## src/rtl/dcache_miss_handler.sv

```systemverilog
// Data-cache miss handler: optional dirty-victim writeback, then block read and a
// one-cycle fill pulse back to the dcache, with sticky timeout/spurious-response flags.
package dcache_miss_pkg;
   localparam int ADDR_W = 20;
   localparam int DATA_W = 64;
   typedef logic [ADDR_W-1:0] main_mem_block_addr_t;
   typedef logic [DATA_W-1:0] block_data_t;
   typedef enum logic {REQ_READ = 1'b0, REQ_WRITE = 1'b1} req_type_t;
endpackage

module dcache_miss_handler
   import dcache_miss_pkg::*;
#(
   parameter int RESP_TIMEOUT_CYCLES = 1023
) (
   input  logic                 clk,
   input  logic                 rst_aL,
   input  logic                 miss_valid,
   output logic                 miss_ready,
   input  main_mem_block_addr_t miss_block_addr,
   input  logic                 miss_victim_dirty,
   input  main_mem_block_addr_t miss_victim_block_addr,
   input  block_data_t          miss_victim_block_data,
   output logic                 dcache_req_valid,
   output req_type_t            dcache_req_type,
   output main_mem_block_addr_t dcache_req_block_addr,
   output block_data_t          dcache_req_block_data,
   input  logic                 dcache_req_ready,
   input  logic                 dcache_resp_valid,
   input  block_data_t          dcache_resp_block_data,
   output logic                 fill_valid,
   output main_mem_block_addr_t fill_block_addr,
   output block_data_t          fill_block_data,
   output logic                 timeout_err,
   output logic                 spurious_resp_err
);
   typedef enum logic [2:0] {IDLE, WB_REQ, RD_REQ, RD_WAIT, FILL} state_t;

   // One spare bit so the saturation value always lies beyond the timeout point.
   localparam int CNT_W = $clog2(RESP_TIMEOUT_CYCLES + 1) + 1;
   localparam logic [CNT_W-1:0] CNT_MAX  = '1;
   localparam logic [CNT_W-1:0] TMO_LAST =
      CNT_W'((RESP_TIMEOUT_CYCLES == 0) ? 0 : RESP_TIMEOUT_CYCLES - 1);

   state_t               state_reg, state_next;
   main_mem_block_addr_t miss_addr_reg;
   main_mem_block_addr_t victim_addr_reg;
   block_data_t          victim_data_reg;
   block_data_t          rd_data_reg;
   logic [CNT_W-1:0]     rd_cnt_reg;
   logic                 timeout_err_reg;
   logic                 spurious_err_reg;

   assign timeout_err       = timeout_err_reg;
   assign spurious_resp_err = spurious_err_reg;

   always_comb begin
      state_next            = state_reg;
      miss_ready            = 1'b0;
      dcache_req_valid      = 1'b0;
      dcache_req_type       = REQ_READ;
      dcache_req_block_addr = '0;
      dcache_req_block_data = '0;
      fill_valid            = 1'b0;
      fill_block_addr       = '0;
      fill_block_data       = '0;
      unique case (state_reg)
         IDLE: begin
            miss_ready = 1'b1;
            if (miss_valid) begin
               state_next = miss_victim_dirty ? WB_REQ : RD_REQ;
            end
         end
         WB_REQ: begin
            dcache_req_valid      = 1'b1;
            dcache_req_type       = REQ_WRITE;
            dcache_req_block_addr = victim_addr_reg;
            dcache_req_block_data = victim_data_reg;
            if (dcache_req_ready) begin
               state_next = RD_REQ;
            end
         end
         RD_REQ: begin
            dcache_req_valid      = 1'b1;
            dcache_req_block_addr = miss_addr_reg;
            if (dcache_req_ready) begin
               state_next = RD_WAIT;
            end
         end
         RD_WAIT: begin
            if (dcache_resp_valid) begin
               state_next = FILL;
            end
         end
         FILL: begin
            fill_valid      = 1'b1;
            fill_block_addr = miss_addr_reg;
            fill_block_data = rd_data_reg;
            state_next      = IDLE;
         end
         default: state_next = IDLE;
      endcase
   end

   always_ff @(posedge clk or negedge rst_aL) begin
      if (!rst_aL) begin
         state_reg        <= IDLE;
         miss_addr_reg    <= '0;
         victim_addr_reg  <= '0;
         victim_data_reg  <= '0;
         rd_data_reg      <= '0;
         rd_cnt_reg       <= '0;
         timeout_err_reg  <= 1'b0;
         spurious_err_reg <= 1'b0;
      end else begin
         state_reg <= state_next;
         if (state_reg == IDLE && miss_valid) begin
            miss_addr_reg   <= miss_block_addr;
            victim_addr_reg <= miss_victim_block_addr;
            victim_data_reg <= miss_victim_block_data;
         end
         if (state_reg == RD_WAIT && dcache_resp_valid) begin
            rd_data_reg <= dcache_resp_block_data;
         end
         // Held at zero outside RD_WAIT, so every wait starts counting from zero.
         if (state_reg != RD_WAIT) begin
            rd_cnt_reg <= '0;
         end else if (rd_cnt_reg != CNT_MAX) begin
            rd_cnt_reg <= rd_cnt_reg + CNT_W'(1);
         end
         if (RESP_TIMEOUT_CYCLES != 0 && state_reg == RD_WAIT && !dcache_resp_valid
             && rd_cnt_reg == TMO_LAST) begin
            timeout_err_reg <= 1'b1;
         end
         if (dcache_resp_valid && state_reg != RD_WAIT) begin
            spurious_err_reg <= 1'b1;
         end
      end
   end
endmodule

```

## config.mk

```make
export PLATFORM = sky130hd
export DESIGN_NAME = dcache_miss_handler
export DESIGN_NICKNAME = d
export VERILOG_FILES = /design/src/rtl/dcache_miss_handler.sv
export SDC_FILE = /design/constraint.sdc
export NUM_CORES = 1
export LEC_CHECK = 0
export BUFFER_PORTS_ARGS = -buffer_cell sky130_fd_sc_hd__clkbuf_2
export CAP_MARGIN = 20
export CORE_ASPECT_RATIO = 1.5
export CORE_MARGIN = 3
export CORE_UTILIZATION = 50
export CTS_CLUSTER_SIZE = 20
export DETAILED_ROUTE_END_ITERATION = 10
export PLACE_DENSITY = 0.82
export SLEW_MARGIN = 20
export SYNTH_ARGS = -nofsm -noshare
export SYNTH_HDL_FRONTEND = slang
export SYNTH_SLANG_ARGS = --single-unit
```

## constraint.sdc

```tcl
create_clock -name clk -period 4.49 [get_ports clk]
set_input_delay 0.2245 -clock clk [delete_from_list [all_inputs] [get_ports clk]]
set_output_delay 0.2245 -clock clk [all_outputs]
set_load 0.05 [all_outputs]
```

Word level (Yosys, flattened, before mapping)
Cells that the tools add are included.
- flip-flop bits (word level): 184
- input bits: 174
- logic and storage cells: 46
- add/subtract/negate cells: 1
- eq/ne operators: 11
- muxes and demuxes: 16
- reductions and logical operators: 10
- operators by type and width (kind ; count):
    $mux 64 ; 2
    $pmux 20 s2 ; 1
    $mux 11 ; 2
    $mux 20 ; 1
    $mux 3 ; 4
    $pmux 3 s4 ; 1
    $add 11x1->11 const B ; 1
    $eq 11x10->1 const B ; 1
    $ne 11x11->1 const B ; 1
    $ne 2x2->1 const B ; 4
    $eq 3x2->1 const B ; 2
    $logic_and 1x1->1 ; 5
    $mux 1 ; 4
    $reduce_and 4->1 ; 1
    $eq 3x1->1 const B ; 1
    $eq 3x3->1 const B ; 1
    $logic_not 3->1 ; 1
    $ne 3x2->1 const B ; 1
    $mux 2 ; 1
    $reduce_bool 2->1 ; 1
    $reduce_or 2->1 ; 1
    $logic_not 1->1 ; 1

Logic depth before layout (Yosys ltp)
- depth after elaboration: 3
- depth in mapped cells: 7
- gate-level depth less buffers: 5

Worst setup path before layout
No wires, ideal clock.
- kind: flip-flop to flip-flop
- start point: register state_reg[1]
- end point: register victim_addr_reg[0]
- data arrival time: 2.143 ns
- required time: 4.365 ns
- path slack: 2.222 ns
- cell stages (with the launch flop): 8
- buffers on the path: 4
- cell sequence: dfrtp_1 buf_2 nor3_2 and2_1 buf_4 buf_8 buf_8 mux2_4
- word-level cells in the longest chain between the ends: 2
- ends and longest elaborated chain (item ; line ; RTL):
    from (decl) ; 45 ; state_t state_reg, state_next;
    from (signal assigned) ; 116 ; state_reg <= state_next;
    $logic_not 3->1 ; 117 ; if (state_reg == IDLE && miss_valid) begin
    $logic_and 1x1->1 ; 117 ;
    to (signal assigned) ; 119 ; victim_addr_reg <= miss_victim_block_addr;
    to (decl) ; 47 ; main_mem_block_addr_t victim_addr_reg;
Every way passes these cells.
A chain may end at the register's enable or synchronous reset.

Final worst setup path
- start point: register state_reg[0]
- end point: output dcache_req_block_addr[17]
- word-level cells in the longest chain between the ends: 2
- elaborated cells between the ends (all ways): 3
- those cells by class: 2 x eq/ne; 1 x mux
- ends and longest elaborated chain (item ; line ; RTL):
    $eq 3x2->1 or $eq 3x1->1 (tied branches) ; 67 ; unique case (state_reg)
    $pmux 20 s2 (*) ; 67 ;
    to (decl) ; 26 ; output main_mem_block_addr_t dcache_req_block_addr,
Every way passes the cells marked *; elsewhere a longest branch is shown, timed or not.

==> impl_table.tex <==
\begin{tabular}{lr}
\hline
Metric & Value \\
\hline
\multicolumn{2}{l}{\textbf{Run status}} \\
Outcome & completed \\
\multicolumn{2}{l}{\textbf{Global routing}} \\
Via count of the first global-routing pass & 6460 \\
First-pass GRT wire length & 34900 microns \\
Maximum number of pins on one net before global-route repair & 107 \\
Initial antenna violation count & 2 \\
Congestion Overflow GR & 0 \\
GRT Util Overall & 23.3\% \\
\multicolumn{2}{l}{\textbf{Power and ir drop}} \\
PnR Total Power & 8.43 mW \\
Power Dens Cells & 754 nW/um\^{}2 \\
Leakage dissipation & 5.85 nW \\
Peak supply drop & 0.543 mV \\
\multicolumn{2}{l}{\textbf{Placement}} \\
Global placement routability congestion & 0.835 \\
Placed standard-cell area & 10600 sq um \\
Detailed Place HPWL & 16500 microns \\
IO buf count & 347 \\
\multicolumn{2}{l}{\textbf{Drt}} \\
Detailed-route wire length & 22300 microns \\
Number of antenna-violating nets in the routed design & 0 \\
Average via count per standard cell & 5.10 \\
Total iterations of the first detailed-routing run & 6 \\
Routed vias & 6079 \\
Post-route DRC & 0 \\
Routed wirelength normalized by instance count & 18.7 microns \\
Iter 0 DRT Violations & 354 \\
\multicolumn{2}{l}{\textbf{Worst setup path}} \\
Worst EP required & 4.27 ns \\
Largest stage delay on the critical path & 0.59 ns \\
Startpoint of the lowest-slack register-to-register path & state\_reg[0]\$\_DFFE\_PN0P\_ \\
Worst Path Class, Setup & reg2out \\
Critical path capture point type & output port \\
Highest fanout seen on the critical path & 86 \\
Standard cell with the maximum stage delay on the critical path & buf\_4 \\
Launching instance or port of the critical path & state\_reg[0]\$\_DFFE\_PN0P\_ \\
Depth of the worst register-to-register path & 4 \\
Type of element launching the critical path & flop \\
Endpoint arrival time on the critical path & 2.43 ns \\
Cells along the critical path & nor3b\_4 -> buf\_4 -> a22o\_1 -> clkbuf\_2 \\
\multicolumn{2}{l}{\textbf{Yosys}} \\
Synth Register Bits & 184 \\
Count of warnings emitted by yosys & 0 \\
Cell taking the most area after synthesis & dfrtp\_1 \\
Post-synth top area share & 52.5\% \\
Proportion of synthesized chip area in sequential cells & 52.5\% \\
Count of distinct cell types in the synthesized netlist & 42 \\
Cell types with the largest area share after synthesis & dfrtp\_1 (52\%), mux2\_4 (19\%), and2\_1 (11\%) \\
Top FF cell, synth & dfrtp\_1 \\
Summed instance area of the synthesized netlist & 8780 sq um \\
Post-synth EDFFs & 0 \\
Synth Instances & 633 \\
Average size of a mapped cell & 13.9 sq um \\
Share of flip-flops with an asynchronous set or reset & 100\% \\
Most numerous cell in the Yosys netlist & dfrtp\_1 \\
Synth top cells by count & dfrtp\_1 (184), and2\_1 (150), mux2\_4 (109) \\
Nets in the synthesized netlist & 809 \\
\multicolumn{2}{l}{\textbf{Final layout}} \\
Filler cell count in the final layout & 1272 \\
Fraction of final layout cells sized beyond drive strength 1 & 57.7\% \\
Share of the core filled with cells & 65.8\% \\
Register Area & 4600 sq um \\
Area of the multi-input gates & 3880 sq um \\
\# nets final & 1143 \\
Final design area excluding fillers & 11200 sq um \\
Area added between synthesis and finish & 27.4\% \\
\multicolumn{2}{l}{\textbf{STA}} \\
Fin Setup TNS & 0 ns \\
RSZ-0062 raised after global routing & false \\
Layout Skew & 0.00607 ns \\
Worst slew margin relative to its limit & 35.0\% \\
Clock period minus worst slack & 2.66 ns \\
Hold Fails Final Rpt & 0 \\
Number of setup violations in the final report & 0 \\
Final period utilization & 59.2\% \\
Maximum operating frequency & 376 MHz \\
Worst-case hold slack & 0.0204 ns \\
Slew @ Worst Pin & 0.975 ns \\
Final Max Slew Viols & 0 \\
\multicolumn{2}{l}{\textbf{CTS}} \\
Maximum number of buffers from clock root to sink & 2 \\
Clock latency of the later-clocked register in the worst-skew pair & 0.42 ns \\
CTS tree & done \\
Number of buffers inserted to repair setup after CTS & 0 \\
Clock Tree Root & clkbuf\_16 \\
H-Tree Level Count & 4 \\
Number of clock buffers inserted by TritonCTS & 17 \\
Clock transition at the registers of the reported paths & 0.07 ns \\
\# clock sinks & 184 \\
\multicolumn{2}{l}{\textbf{Floorplanning}} \\
Floorplan die height & 168 microns \\
Placeable Area & 17000 sq um \\
Area enclosed by the die boundary & 19200 sq um \\
I/O pins & 348 \\
Starting utilization of the core area & 51.7\% \\
Die X-Extent & 114 microns \\
Placement Rows & 58 \\
\multicolumn{2}{l}{\textbf{Worst hold path}} \\
Worst min-delay path startpoint & dcache\_resp\_block\_data[37] \\
Worst hold-check path type & in2reg \\
Number of instances on the worst hold path & 2 \\
\multicolumn{2}{l}{\textbf{Job}} \\
Number of max-cap violations & 0 \\
\hline
\end{tabular}
-- layer usage --
layer	wire length, microns	vias up	track usage (%)	share of wire, %
li1	-	2828	-	-
met3	1810	26	6.62	8.1
met4	436	2	8.01	2.0
met5	13	-	0	0.058
met1	8360	2949	27.1	37
met2	11700	274	40.9	52
-- what timing repair did --
item,in CTS,in global routing
gates resized for setup,0,0
hold buffers,1,0
endpoints found under the setup margin,0,0
hold endpoints to repair,104,0
-- where the power goes --
part	switching [mW]	internal (mW)	total (mW)
Combinational	2.32	1.68	4.00
Clock	0.681	0.812	1.49
Sequential	0.479	2.46	2.94
-- placed cells by master, fill, tap and decap left out, drive strengths merged, types with 2 or more instances in the layout --
master / netlist / layout
and2: 150 / 150
a211oi: 2 / 2
nor2: 12 / 12
xnor2: 4 / 4
nor3: 2 / 2
ha: 2 / 2
diode: 0 / 2
dfrtp: 184 / 184
clkinvlp: 0 / 3
clkbuf: 20 / 365
nand2: 8 / 8
inv: 3 / 9
nor3b: 3 / 3
mux2: 168 / 168
nand3: 4 / 4
a41o: 2 / 2
buf: 22 / 10
a22o: 20 / 20
mux2i: 3 / 3
a31oi: 4 / 4
clkinv: 0 / 3
and3: 2 / 2
o21ai: 3 / 3
-- final cells by class --
cell class	count	area share, %
well taps	210	2.35
diodes	2	0.0448
flip-flops and latches	184	41.2
multi-input cells	404	34.7
inverters	3	0.101
repair buffers	357	16.4
clock buffers	19	4.05
clock inverters	13	1.21
-- kinds of logic (layout without fill, tap and decap cells) --
kind of cell    count (synthesis)  after routing  share of synthesized area [%]
flops                         184            184                           52.5
mux                           171            171                           26.6
simple gates                  189            189                           13.1
buf+inv                        45            392                           3.68
other cells                     0              2                              0
compound gates                 38             38                           3.49
xor+xnor                        4              4                          0.399
fa+ha+maj                       2              2                          0.285
-- through the flow --
stage	instances	worst slack (ns)
after floorplan	633	2.22
after global placement	1157	2.08
after detailed placement	1157	2.03
after CTS	1190	1.79
after global routing	1191	1.70
final	1192	1.83
-- critical path: cells and delay by family, from the launching register on --
kind	cells	cell delay (ns)
compound gates	1	0.29
simple gates	1	0.24
buf+inv	2	0.87
flops	1	0.58
-- path summary, 6_finish.rpt --
check	to	slack (ns)
setup / recovery	dcache_req_block_addr[17]	1.83
hold reg to reg	spurious_resp_err$_DFFE_PN0P_	0.47
hold / removal	rd_data_reg[37]$_DFFE_PN0P_	0.02
min in group asynchronous	rd_data_reg[16]$_DFFE_PN0P_	0.49
setup reg to reg	victim_addr_reg[7]$_DFFE_PN0P_	2.02
max in group asynchronous	rd_data_reg[57]$_DFFE_PN0P_	2.87
Note: power is estimated with default switching activity, not from simulation.
